===== src/rtl/microcode_sequencer.sv =====
// Micro-program sequencer: holds the micro-address, pipelines the ROM control
// word to the datapath and computes the next micro-address from the word's fields.
module microcode_sequencer #(
    parameter int unsigned          U_ADDR_W   = 14,
    parameter int unsigned          CW_W       = 112,
    parameter logic [U_ADDR_W-1:0]  RESET_ADDR = 14'h0000,
    parameter logic [U_ADDR_W-1:0]  FETCH_ADDR = 14'h0010,
    parameter logic [U_ADDR_W-1:0]  INT_ADDR   = 14'h3F80,
    parameter logic [U_ADDR_W-1:0]  DMA_ADDR   = 14'h3FC0,
    parameter logic [CW_W-1:0]      CW_NOP     = '0
) (
    input  logic                clk,
    input  logic                arst_n,
    input  logic [CW_W-1:0]     cw_in,
    output logic [U_ADDR_W-1:0] u_addr,
    output logic [CW_W-1:0]     cw_q,
    input  logic                stall,
    input  logic                zf,
    input  logic                cf,
    input  logic                sf,
    input  logic                of,
    input  logic                u_zf,
    input  logic                u_cf,
    input  logic                u_sf,
    input  logic                u_of,
    input  logic [7:0]          ir_opcode,
    input  logic                irq_pending,
    input  logic                irq_en,
    input  logic                dma_req,
    input  logic                halt,
    output logic                cond_true
);

    localparam int unsigned OFF_W  = 7;
    localparam int unsigned STEP_W = 6;

    typedef enum logic [1:0] {
        TYP_JUMP     = 2'b00,
        TYP_BRANCH   = 2'b01,
        TYP_FETCH    = 2'b10,
        TYP_DISPATCH = 2'b11
    } typ_e;

    typ_e                typ;
    logic [OFF_W-1:0]    offset;
    logic                cond_invert;
    logic                cond_flag_src;
    logic [3:0]          cond_sel;
    logic                escape;
    logic [3:0]          flags;
    logic                raw_cond;
    logic [U_ADDR_W-1:0] seq_addr;
    logic [U_ADDR_W-1:0] rel_addr;
    logic [U_ADDR_W-1:0] next_addr;
    logic                halt_spin;

    // Field decode, condition select and next-address priority
    always_comb begin
        typ           = typ_e'(cw_in[1:0]);
        offset        = cw_in[8:2];
        cond_invert   = cw_in[9];
        cond_flag_src = cw_in[10];
        cond_sel      = cw_in[14:11];
        escape        = cw_in[15];

        flags = cond_flag_src ? {u_zf, u_cf, u_sf, u_of} : {zf, cf, sf, of};

        // flags = {Z, C, S, O}
        case (cond_sel)
            4'd0:    raw_cond = flags[3];
            4'd1:    raw_cond = flags[2];
            4'd2:    raw_cond = flags[1];
            4'd3:    raw_cond = flags[0];
            4'd4:    raw_cond = flags[3] | flags[2];
            4'd5:    raw_cond = flags[1] ^ flags[0];
            4'd6:    raw_cond = (flags[1] ^ flags[0]) | flags[3];
            4'd7:    raw_cond = dma_req;
            4'd8:    raw_cond = irq_pending & irq_en;
            4'd9:    raw_cond = 1'b1;
            default: raw_cond = 1'b0;
        endcase
        cond_true = raw_cond ^ cond_invert;

        seq_addr = u_addr + U_ADDR_W'(1);
        rel_addr = seq_addr + {{(U_ADDR_W-OFF_W){offset[OFF_W-1]}}, offset};

        next_addr = seq_addr;
        halt_spin = 1'b0;
        if (escape) begin
            next_addr = FETCH_ADDR;
        end else begin
            case (typ)
                TYP_JUMP:     next_addr = rel_addr;
                TYP_BRANCH:   next_addr = cond_true ? rel_addr : seq_addr;
                TYP_FETCH: begin
                    if (halt) begin
                        next_addr = u_addr;
                        halt_spin = 1'b1;
                    end else if (irq_pending && irq_en) begin
                        next_addr = INT_ADDR;
                    end else if (dma_req) begin
                        next_addr = DMA_ADDR;
                    end else begin
                        next_addr = seq_addr;
                    end
                end
                TYP_DISPATCH: next_addr = U_ADDR_W'({ir_opcode, STEP_W'(0)});
                default:      next_addr = seq_addr;
            endcase
        end
    end

    // Micro-address and control-word pipeline, frozen while stalled
    always_ff @(posedge clk or negedge arst_n) begin
        if (!arst_n) begin
            u_addr <= RESET_ADDR;
            cw_q   <= CW_NOP;
        end else if (!stall) begin
            u_addr <= next_addr;
            cw_q   <= halt_spin ? CW_NOP : cw_in;
        end
    end

endmodule


===== config.mk =====
export PLATFORM = sky130hd
export DESIGN_NAME = microcode_sequencer
export DESIGN_NICKNAME = d
export VERILOG_FILES = /design/src/rtl/microcode_sequencer.sv
export SDC_FILE = /design/constraint.sdc
export NUM_CORES = 1
export LEC_CHECK = 0
export BUFFER_PORTS_ARGS = -buffer_cell sky130_fd_sc_hd__buf_4
export CAP_MARGIN = 0
export CORE_MARGIN = 2
export CORE_UTILIZATION = 45
export CTS_CLUSTER_DIAMETER = 60
export CTS_CLUSTER_SIZE = 40
export DETAILED_ROUTE_END_ITERATION = 6
export MAX_ROUTING_LAYER = met4
export PLACE_DENSITY = 0.78
export SETUP_SLACK_MARGIN = 0.02
export SYNTH_ARGS = -nofsm -noshare
export SYNTH_HDL_FRONTEND = slang
export SYNTH_SLANG_ARGS = --single-unit

===== constraint.sdc =====
create_clock -name clk -period 6.7 [get_ports clk]
set_input_delay 0 -clock clk [delete_from_list [all_inputs] [get_ports clk]]
set_output_delay 0 -clock clk [all_outputs]
set_load 0.01 [all_outputs]

* After elaboration in Yosys (flattened, before gate mapping)
Index checks and enable logic that the tools add are counted.
** Storage, ports and cells
- Register bits after elaboration :: 126
- Bits of input ports :: 135
- Word-level logic and storage cells :: 39
** Operators by class
- Mux-type cells :: 12
- Equality and inequality tests :: 13
- Add/sub/neg operators :: 2
- Bitwise gates (word level) :: 6
- Reduce and logical (&&, ||, !) cells :: 4
** Operators with widths (count)
- 2-to-1 mux 112 bit :: 1
- 2-to-1 mux 14 bit :: 5
- one-hot mux 14 bit (4 select lines) :: 1
- equality test 4 x 3 -> 1 bit (second input constant) :: 4
- adder 14 x 1 -> 14 bit (second input constant) :: 1
- adder 14 bit :: 1
- one-hot mux 1 bit (10 select lines) :: 1
- equality test 4 x 2 -> 1 bit (second input constant) :: 2
- equality test 4 bit (second input constant) :: 2
- equality test 2 bit (second input constant) :: 2
- equality test 4 x 1 -> 1 bit (second input constant) :: 1
- logical NOT 4 bit :: 1
- 2-to-1 mux 4 bit :: 1
- 2-to-1 mux 1 bit :: 3
- != test 3 bit (second input constant) :: 1
- equality test 2 x 1 -> 1 bit (second input constant) :: 1
- logical NOT 2 bit :: 1
- bitwise OR 1 bit :: 2
- AND reduction 2 bit :: 1
- bitwise XOR 1 bit :: 2
- bitwise AND 1 bit :: 1
- logical AND 1 bit :: 1
- inverter 1 bit :: 1

* Longest topological paths before layout
Gate-level depths: netlist (run 1).
- Word-level depth :: 8
- Mapped depth :: 14

* Least setup slack after synthesis (run 1)
OpenSTA, ideal clock, no wires.
- Path type :: reg2reg
- From :: reg u_addr[2]
- To :: reg u_addr[13]
- Library setup time :: 0.064 ns
- Cell stages (with the launch flop) :: 13
- Path buffers :: 3
- Required time :: 6.636 ns
- Data arrival time :: 2.968 ns
- Slack :: 3.667 ns
- Cell sequence :: dfrtp_1 -> clkbuf_1 -> and4_1 -> clkbuf_1 -> nand3_1 -> xnor2_1 -> ha_1 -> clkbuf_1 -> a2111oi_0 -> o211ai_1 -> a21oi_1 -> and3b_1 -> o2bb2a_2
** On the way
- Word-level cells in the longest chain between the ends :: 6
- Elaborated cells between the ends (all ways) :: 8
** Ends and longest elaborated chain
- start: declaration :: RTL line 15 : output logic [U_ADDR_W-1:0] u_addr,
- start signal: assignment :: RTL line 119 : u_addr <= next_addr;
- adder 14 x 1 -> 14 bit * :: RTL line 84 : seq_addr = u_addr + U_ADDR_W'(1);
- parallel branches: the longest is 3 deep, another holds adder 14 bit
- one-hot mux 14 bit (4 select lines) * :: RTL line 92 : case (typ)
- 2-to-1 mux 14 bit * :: RTL line 89 : if (escape) begin
Every way passes the cells marked *. The select of a mux whose other input is x is not followed.
A chain may end at the register's enable or synchronous reset.

* Final worst setup path (run 1)
- From :: reg u_addr[2]
- To :: reg u_addr[10]
Same word-level chain as after synthesis.

==> flow_summary_export.csv, run 1 <==
group,metric,value,unit
drt,vias,6310,
drt,ant_nets,0,
global_routing,antenna_found_initial,0,
worst_setup_path,end_kind,"flop",
worst_setup_path,crit_buf_inv,1,
worst_setup_path,worstRegToRegCells,11,
worst_setup_path,cp_max_fo,9,
logic_synthesis,synth_edf_count,0,
logic_synthesis,yosys-top-cells-count,"dfrtp_1, a22o_1, clkbuf_1",
global_routing,overflow,0,
logic_synthesis,synth_warnings,0,
outcome,outcome,"complete, no violations",
timing,tns,0,ns
global_routing,grt_pass1_wl,35.94,mm
worst_setup_path,rr_startpoint,"u_addr[2]",
logic_synthesis,avgSynthCellArea,11.36,um2
cells_and_area,fin_nets,1050,
cells_and_area,antenna_cells,0,
worst_setup_path,cp_slowest_cell,"dlygate4sd3_1",
pwr,power,2.537,mW
timing,fin_ws,3.114,ns
logic_synthesis,muxShareOfSynthArea,1.233,%
timing,fin_crit,3.586,ns
logic_synthesis,ys.flop_type,"dfrtp_1",
logic_synthesis,synth_nets,688,
pwr,power_density,255.6,nW/um2
drt,via_per_inst,5.810,
timing,hold_viol,0,
worst_setup_path,cp-start-kind,"flop",
worst_setup_path,worstPathRequired,7.05,ns
place,dpl_cell_area,8164,um2
drt,drc,0,
worst_setup_path,critical_path.max_stage_delay,0.56,ns
hold_path,holdPathStages,5,
floorplan,start_util,45.99,%
logic_synthesis,synthArstFlopShare,100.0,%
floorplan,row_count,42,
timing,grt_setup_unrepaired,"false",
clocking,numCtsBuffers,17,
worst_setup_path,r2r-end,"u_addr[10]",
logic_synthesis,synth-adder-area-share,3.615,%
hold_path,hold_path.class,"input port to flop",
drt,wl_per_cell,21.27,um
timing,setup_viol,0,
logic_synthesis,syn_inst,536,
cells_and_area,drive_above_1_share,33.85,%
drt,dr.pass1.iters,5,
clocking,clock_latency,0.41,ns
logic_synthesis,synth_top_family_by_area,"compound AO/OA/AOI/OAI gates",
worst_setup_path,cp_cell_sequence,"and4_1, nand3_1, xnor2_1, ha_1, a21o_1, or3_1, o221a_1, a21oi_1, nand2_1, a32oi_1, dlygate4sd3_1",
cells_and_area,fillers,853,
worst_setup_path,cp.arrival,3.94,ns
drt,dr_wl_met2,11.80,mm
worst_setup_path,worst-setup-path-type,"flop to flop",
hold_path,hold_path.startpoint,"dma_req",
place,portBuffers,261,
logic_synthesis,netlist_top_cells_area,"dfrtp_1, a22o_1, ha_1",
clocking,cts_root_buf,"clkbuf_16",
clocking,cts_tree,"yes",
timing,max_slew_margin,18.70,%
worst_setup_path,r2r_setup_slack,3.11,ns
global_routing,grt_max_degree,114,
drt,drt_wl_total,23.10,mm
clocking,cts_buffer_depth,2,
drt,wl_met3,1.809,mm
timing,slew_violations,0,
timing,fin_skew,0.005389,ns
logic_synthesis,synth-compound-area-share,28.18,%
clocking,clkTransAtPathRegs,0.06,ns
logic_synthesis,synth_area,6091,um2
floorplan,coreArea,13240,um2
logic_synthesis,seq_area_frac_synth,51.77,%
hold_path,whs_endpoint,"u_addr[6]",
logic_synthesis,ys_ff_latch,126,
drt,top_layer,"met4",
cells_and_area,syn_to_final_growth,62.98,%
floorplan,die_x,120.3,um
logic_synthesis,synthXorXnorAreaFrac,3.020,%
logic_synthesis,yosysTopAreaCell,"dfrtp_1",
logic_synthesis,ys_types,70,
logic_synthesis,yosys.area.top_type_share,51.77,%
global_routing,grt_pass1_vias,6591,
floorplan,dieArea,14480,um2
floorplan,dieHeight,120.3,um
place,pre_cts_ws,3.381,ns
timing,max_freq,0.2789,GHz
floorplan,ioPinCount,262,
clocking,cts_resized,0,
drt,drt_iter0_drc,640,
place,dp.final_hpwl,14.10,mm
place,gp_congestion,1.007,
global_routing,grt_usage,32.94,%
clocking,cts_num_sinks,126,
pwr,p_leak,4.819,nW
logic_synthesis,yosysMostFrequentCell,"dfrtp_1",
clocking,cts_max_level,4,
timing,min_period_over_period,53.52,%
job,cap_viol_max_count,0,
cells_and_area,postLayoutCellArea,9927,um2
pwr,peakVddDrop,0.1912,mV
cells_and_area,final_cells,1086,
worst_setup_path,critPathTopFamily,"simple AND/OR/NAND/NOR gates",
drt,wl_met1,8.753,mm
place,placedCellCount,940,
timing,worst_pin_slew,1.219,ns
logic_synthesis,synth-simple-area-share,8.895,%
-- worst reg2reg max path: cells and delay by family (launching register included) --
family | cells | cell delay, ns
AOI/OAI and AO/OA | 4 | 0.81
xor gates and xnor gates | 1 | 0.37
adders and majority gates | 1 | 0.36
buffers and inverters | 1 | 0.56
DFF | 1 | 0.51
and+or+nand+nor | 4 | 0.93
-- worst max-delay path by stage --
stage / startpoint / endpoint / cells past startpoint
after floorplan: u_addr[2] / u_addr[13] / 12
after global placement: u_addr[2] / u_addr[13] / 9
after detailed placement: u_addr[2] / u_addr[13] / 9
after CTS: u_addr[2] / u_addr[10] / 11
after global routing: u_addr[2] / u_addr[10] / 11
final: u_addr[2] / u_addr[10] / 11
-- report_power, final --
| part | internal (mW) | switching, mW | total, mW |
|---|---|---|---|
| logic | 0.338 | 0.325 | 0.663 |
| registers | 0.839 | 0.0693 | 0.908 |
| clock network | 0.629 | 0.337 | 0.966 |
-- flip-flops by register name, indices dropped and copies added, names as in the netlist --
| register | flops |
|---|---|
| u_addr | 14 |
| cw_q | 112 |
-- cells in the final DEF, fill, tap and decap left out, types with 9 or more instances in the layout --
cell type,n
buf_4,264
dfrtp_1,126
dlygate4sd3_1,115
a22o_1,108
nand2_1,30
nor2_1,25
clkbuf_16,17
ha_1,16
inv_1,14
nand3_1,12
o21ai_0,12
a21oi_1,12
xnor2_1,11
xor2_1,10
o21ai_1,9
-- cell type report --
| class | instances | area [um2] | share of cell area [%] |
|---|---|---|---|
| sequential | 126 | 3153 | 31.76 |
| timing repair buffer | 379 | 3133 | 31.56 |
| multi-input combinational | 359 | 2753 | 27.73 |
| clock buffer | 20 | 446.7 | 4.500 |
| tap | 176 | 220.2 | 2.218 |
| clock inverter | 11 | 165.2 | 1.664 |
| inverter | 15 | 56.30 | 0.5672 |
-- stage by stage --
step | util (%) | hold WS (ns)
6_report | 74.96 | 0.05816
5_1_grt | 74.96 | 0.09680
4_1_cts | 74.96 | 0.03969
3_5_place_dp | 61.65 | 0.07907
3_3_place_gp | 61.65 | 0.06264
2_1_floorplan | - | -0.2956
-- logic make-up (layout without fill, tap and decap cells) --
logic type / count (synthesis) / count (layout)
compound gates: 208 / 208
flops: 126 / 126
simple gates: 108 / 108
buf+inv: 51 / 425
xor+xnor: 21 / 21
fa+ha+maj: 17 / 17
mux: 5 / 5
-- routing by layer --
metal,global-route usage (%),vias up
met5,-,-
met2,56.39,344
met1,37.90,3108
met3,7.123,70
li1,-,2788
met4,13.15,0
-- repair_timing --
| item | CTS | global route |
|---|---|---|
| hold endpoints to repair | 164 | 0 |
| hold buffers | 115 | 0 |
| setup buffers | 0 | 0 |
Note: power is estimated with default switching activity, not from simulation.
==> run 2, diff against run 1 <==
Settings changed: CORE_UTILIZATION 45 to 43.
Clock period 6.7 ns to 3 ns, I/O delays scaled along.
==> run 2 against run 1 <==
Compared with the run above: sequential power is 120% higher; combinational power is 130% higher; flip-flop and latch count stayed put; die area up 4.5%; cell area increased by 0.98%; core utilization shrank 2.7 points; critical endpoint is now u_addr[13]; largest cell class is now buffers; highest routed layer unchanged.
==> flow_summary_export.csv, run 2 (same netlist as run 1, synthesis figures left out) <==
group,metric,value,unit
worst_setup_path,cp.arrival,3.14,ns
job,cap_viol_max_count,0,
cells_and_area,syn_to_final_growth,64.58,%
clocking,clock_latency,0.42,ns
worst_setup_path,worst-setup-path-type,"flop to flop",
timing,max_freq,0.3529,GHz
global_routing,antenna_found_initial,0,
timing,min_period_over_period,94.47,%
drt,dr.pass1.iters,6,
clocking,numCtsBuffers,17,
cells_and_area,layout_commonest_cell,"buf_4",
timing,grt_setup_unrepaired,"false",
place,portBuffers,261,
pwr,clockPowerShare,35.3,%
pwr,power_density,546.9,nW/um2
global_routing,grt_usage,29.98,%
hold_path,whs_endpoint,"cw_q[15]",
place,gp_congestion,0.9315,
cells_and_area,fillers,954,
pwr,peakVddDrop,0.3976,mV
worst_setup_path,r2r_setup_slack,0.17,ns
global_routing,grt_pass1_vias,6416,
place,dp.final_hpwl,14.17,mm
floorplan,die_x,123.0,um
timing,fin_crit,2.834,ns
timing,hold_viol,0,
worst_setup_path,end_kind,"flop",
worst_setup_path,r2r-end,"u_addr[13]",
timing,fin_skew,0.004049,ns
pwr,p_leak,4.842,nW
timing,slew_violations,0,
clocking,cts_buffer_depth,2,
cells_and_area,largest_reg_flops,112,
floorplan,coreArea,13880,um2
pwr,sw_frac_of_total,29.90,%
drt,vias,6297,
floorplan,row_count,43,
cells_and_area,final_cell_mix,"buf_4, dfrtp_1, dlygate4sd3_1",
place,placedCellCount,952,
cells_and_area,antenna_cells,0,
hold_path,hold_path.startpoint,"stall",
clocking,cts_tree,"yes",
global_routing,grt_max_degree,114,
hold_path,holdPathStages,3,
drt,drc,0,
timing,setup_viol,0,
cells_and_area,drive_above_1_share,36.20,%
worst_setup_path,worstRegToRegCells,13,
pwr,combPwrFrac,27.9,%
timing,worst_pin_slew,1.229,ns
drt,wl_per_cell,20.46,um
cells_and_area,final_cells,1100,
hold_path,hold_path.class,"input port to flop",
pwr,pwr-share-seq,36.8,%
clocking,cts_num_sinks,126,
clocking,cts_root_buf,"clkbuf_16",
global_routing,overflow,0,
clocking,cts_max_level,4,
floorplan,dieArea,15130,um2
cells_and_area,fin_nets,1060,
worst_setup_path,cp-start-kind,"flop",
cells_and_area,largestRegisters,"cw_q: 112 flops, u_addr: 14 flops",
outcome,outcome,"complete, no violations",
timing,fin_ws,0.1660,ns
drt,drt_wl_total,22.51,mm
pwr,net-switching-power,1.639,mW
drt,via_per_inst,5.725,
place,pre_cts_ws,-0.04347,ns
clocking,clkTransAtPathRegs,0.06,ns
floorplan,ioPinCount,262,
cells_and_area,regMostFlops,"cw_q",
drt,ant_nets,0,
pwr,p_int,3.843,mW
timing,max_slew_margin,18.09,%
worst_setup_path,cp_max_fo,6,
floorplan,dieHeight,123.0,um
worst_setup_path,worstPathRequired,3.30,ns
worst_setup_path,rr_startpoint,"u_addr[0]",
floorplan,start_util,43.88,%
global_routing,grt_pass1_wl,33.67,mm
drt,drt_iter0_drc,394,
-- run 2: cell types whose count changed in the layout (fill, tap and decap cells not counted), moves of 3 or more --
cell	delta
dfrtp_1	-3
dfrtp_2	+3
ha_2	+3
buf_4	+9
ha_1	-4
bufinv_16	-3
-- run 2: worst max-delay path by stage --
stage | endpoint | startpoint | slack [ns]
after detailed placement | u_addr[13] | u_addr[0] | -0.04
after global routing | u_addr[12] | u_addr[4] | 0.03
after floorplan | u_addr[12] | u_addr[2] | 0.08
final | u_addr[13] | u_addr[0] | 0.17
after global placement | u_addr[13] | u_addr[0] | 0.08
after CTS | u_addr[12] | u_addr[0] | 0.05
-- run 2: final cells by class --
cell class	instances	area [um2]	area share, %
timing repair buffer	389	3221	32.13
sequential	126	3157	31.49
multi-input combinational	359	2815	28.08
clock buffer	21	460.4	4.593
tap	180	225.2	2.247
clock inverter	10	90.09	0.8987
inverter	15	56.30	0.5617
-- run 2: layer usage --
metal | routed length [um] | global-route usage (%) | part of all wire, %
met1 | 8566 | 34.57 | 38
met2 | 11460 | 50.38 | 51
met3 | 1637 | 6.227 | 7.3
met4 | 843 | 13.71 | 3.7
met5 | 0 | - | 0
-- run 2: power by group through the flow --
stage / clock (mW) / sequential [mW] / combinational, mW
after floorplan: 0 / 2.09 / 0.606
after global placement: 0 / 2.02 / 1.32
after detailed placement: 0 / 2.03 / 1.35
after CTS: 1.94 / 2.00 / 1.49
after global routing: 2.04 / 2.04 / 1.64
final: 1.93 / 2.02 / 1.53
-- run 2: through the flow --
stage	area (um2)	util (%)	TNS (ns)	hold WS (ns)	power, mW
2_1_floorplan	6093	-	0	-0.2956	2.701
6_report	10020	72.22	0	0.009832	5.482
3_3_place_gp	8243	59.38	0	0.09526	3.338
5_1_grt	10020	72.22	0	0.01450	5.718
3_5_place_dp	8243	59.38	-0.04347	0.1090	3.377
4_1_cts	9960	71.75	0	0.002121	5.427
-- run 2: worst max-delay path, cell delays in order, from the launching register on --
cell	delay, ns
dfrtp_2	0.45
and2_4	0.20
nand2_1	0.10
xor2_2	0.17
inv_1	0.08
ha_2	0.38
o21ai_1	0.08
o21bai_1	0.24
a2111oi_2	0.12
buf_4	0.16
o211ai_1	0.21
a21oi_1	0.10
and3b_1	0.21
o2bb2a_2	0.21
-- run 2: timing repair --
action,4_1_cts,5_1_grt
pin swaps,0,4
gates resized for setup,4,15
hold buffers,115,0
setup endpoints to repair,3,7
setup buffers,0,2
endpoints found under the hold margin,173,0
==> run 3, diff against run 2 <==
--- a/config.mk
+++ b/config.mk
@@ -10,3 +10,3 @@
 export CORE_MARGIN = 2
-export CORE_UTILIZATION = 43
+export CORE_UTILIZATION = 45
 export CTS_CLUSTER_DIAMETER = 60
==> constraint.sdc (replaced) <==
create_clock -name clk -period 3.66 [get_ports clk]
set_input_delay 0.183 -clock clk [delete_from_list [all_inputs] [get_ports clk]]
set_output_delay 0.183 -clock clk [all_outputs]
set_load 0.01 [all_outputs]
==> run 3 against run 2 <==
Compared with the run above: final cell count down 2.8%; highest routed layer unchanged; die area down 4.3%; critical path type unchanged; critical path depth down 1.
==> flow_summary_export.csv, run 3 (same netlist as run 1, synthesis figures left out) <==
group,metric,value,unit
drt,ant_nets,0,
place,portBuffers,261,
cells_and_area,drive_above_1_share,34.71,%
clocking,cts_num_sinks,126,
timing,hold_viol,0,
floorplan,dieHeight,120.3,um
clocking,cts_max_level,4,
pwr,p_leak,4.759,nW
pwr,power_density,482.2,nW/um2
global_routing,grt_pass1_wl,35.52,mm
worst_setup_path,worst-setup-path-type,"flop to flop",
global_routing,antenna_found_initial,0,
floorplan,start_util,45.99,%
cells_and_area,final_cell_mix,"buf_4, dfrtp_1, a22o_1",
timing,tns,0,ns
drt,drt_iter0_drc,517,
timing,fin_skew,0.003687,ns
timing,max_freq,0.3208,GHz
cells_and_area,fillers,888,
place,dp.final_hpwl,14.22,mm
worst_setup_path,cp-start-kind,"flop",
drt,dr.pass1.iters,5,
place,gp_congestion,0.9790,
cells_and_area,antenna_cells,0,
floorplan,coreArea,13240,um2
timing,worst_pin_slew,1.219,ns
clocking,cts_hold_buf,93,
clocking,clkTransAtPathRegs,0.06,ns
cells_and_area,largest_reg_flops,112,
clocking,cts_resized,0,
worst_setup_path,worstPathRequired,4.02,ns
clocking,cts_setup_buffers,0,
timing,max_slew_margin,18.77,%
cells_and_area,layout_commonest_cell,"buf_4",
clocking,cts_tree,"yes",
worst_setup_path,cp_cell_sequence,"and2_1, nand2_1, xor2_1, inv_1, ha_1, o21ai_1, o21bai_1, a2111oi_0, o211ai_1, a21oi_1, and3b_1, o2bb2a_2",
floorplan,dieArea,14480,um2
clocking,clock_latency,0.41,ns
cells_and_area,fin_nets,1032,
floorplan,row_count,42,
timing,slew_violations,0,
timing,min_period_over_period,85.18,%
drt,vias,6232,
cells_and_area,multiInputGateArea,2753,um2
worst_setup_path,critical_path.max_stage_delay,0.67,ns
floorplan,ioPinCount,262,
cells_and_area,utilization,73.85,%
clocking,cts_buffer_depth,2,
global_routing,overflow,0,
global_routing,grt_pass1_vias,6420,
global_routing,grt_usage,32.60,%
floorplan,die_x,120.3,um
global_routing,grt_max_degree,114,
cells_and_area,regMostFlops,"cw_q",
drt,via_per_inst,5.830,
outcome,outcome,"complete, no violations",
drt,drc,0,
worst_setup_path,end_kind,"flop",
drt,drt_wl_total,22.94,mm
hold_path,hold_path.class,"input port to flop",
worst_setup_path,cp_slowest_cell,"a2111oi_0",
timing,grt_setup_unrepaired,"false",
pwr,peakVddDrop,0.2843,mV
clocking,numCtsBuffers,17,
timing,setup_viol,0,
drt,wl_per_cell,21.46,um
cells_and_area,syn_to_final_growth,60.56,%
clocking,cts_root_buf,"clkbuf_16",
cells_and_area,largestRegisters,"cw_q: 112 flops, u_addr: 14 flops",
worst_setup_path,cp.arrival,3.47,ns
job,cap_viol_max_count,0,
cells_and_area,regArea,3153,um2
worst_setup_path,cp_max_fo,6,
timing,fin_crit,3.117,ns
## run 3: cell count changes in the layout (fill, tap and decap cells not counted), moves of 3 or more
cell and change:
bufinv_16 +4, ha_2 -3, ha_1 +4, dfrtp_2 -3, dlygate4sd3_1 -21, buf_4 -7, dfrtp_1 +3
## run 3: where the power goes
group	leakage (nW)	switching (mW)	internal, mW
Sequential	1.56	0.127	1.54
Combinational	2.89	0.588	0.609
Clock	0.309	0.627	1.23
## run 3: final cells by class
class,instances,share of cell area (%)
Clock buffer,22,4.644
Tap cell,176,2.252
Clock inverter,10,1.894
Multi-Input combinational cell,359,28.15
Inverter,15,0.5757
Timing Repair Buffer,361,30.25
Sequential cell,126,32.24
## run 3: worst paths after layout
check                      cells after the start  startpoint  slack [ns]          to
min reg2reg                                    2    cw_q[15]        0.48    cw_q[15]
min in group asynchronous                      2      arst_n        0.42    cw_q[16]
max in group asynchronous                      3      arst_n        2.39    cw_q[59]
min                                            2   cw_in[55]        0.01    cw_q[55]
max reg2reg                                   12   u_addr[0]        0.54  u_addr[13]
max                                           12   u_addr[0]        0.54  u_addr[13]
## run 3: worst max-delay path, delay by kind of cell (launching register included)
| kind | cells | cell delay [ns] |
|---|---|---|
| xor+xnor | 1 | 0.18 |
| simple gates | 3 | 0.58 |
| buf+inv | 1 | 0.06 |
| fa+ha+maj | 1 | 0.34 |
| compound gates | 6 | 1.43 |
| flops | 1 | 0.46 |
## run 3: metrics by stage
step | worst slack [ns] | instances | power [mW] | hold WS (ns) | area, um2
global route | 0.3258 | 1069 | 4.893 | 0.005221 | 9779
detailed placement | 0.6112 | 943 | 2.754 | 0.3213 | 8199
finish | 0.5425 | 1069 | 4.716 | 0.01021 | 9779
global placement | 0.6800 | 943 | 2.727 | 0.3061 | 8199
floorplan | 0.6271 | 536 | 2.212 | -0.1126 | 6091
CTS | 0.5710 | 1068 | 4.687 | 0.0007596 | 9769
## run 3: metal layers
layer | vias to the layer above | track usage (%) | share of wire [%]
li1 | 2753 | - | -
met1 | 3080 | 38.18 | 39
met2 | 334 | 55.33 | 51
met3 | 65 | 6.745 | 7.3
met4 | 0 | 12.86 | 3.4
met5 | - | - | 0
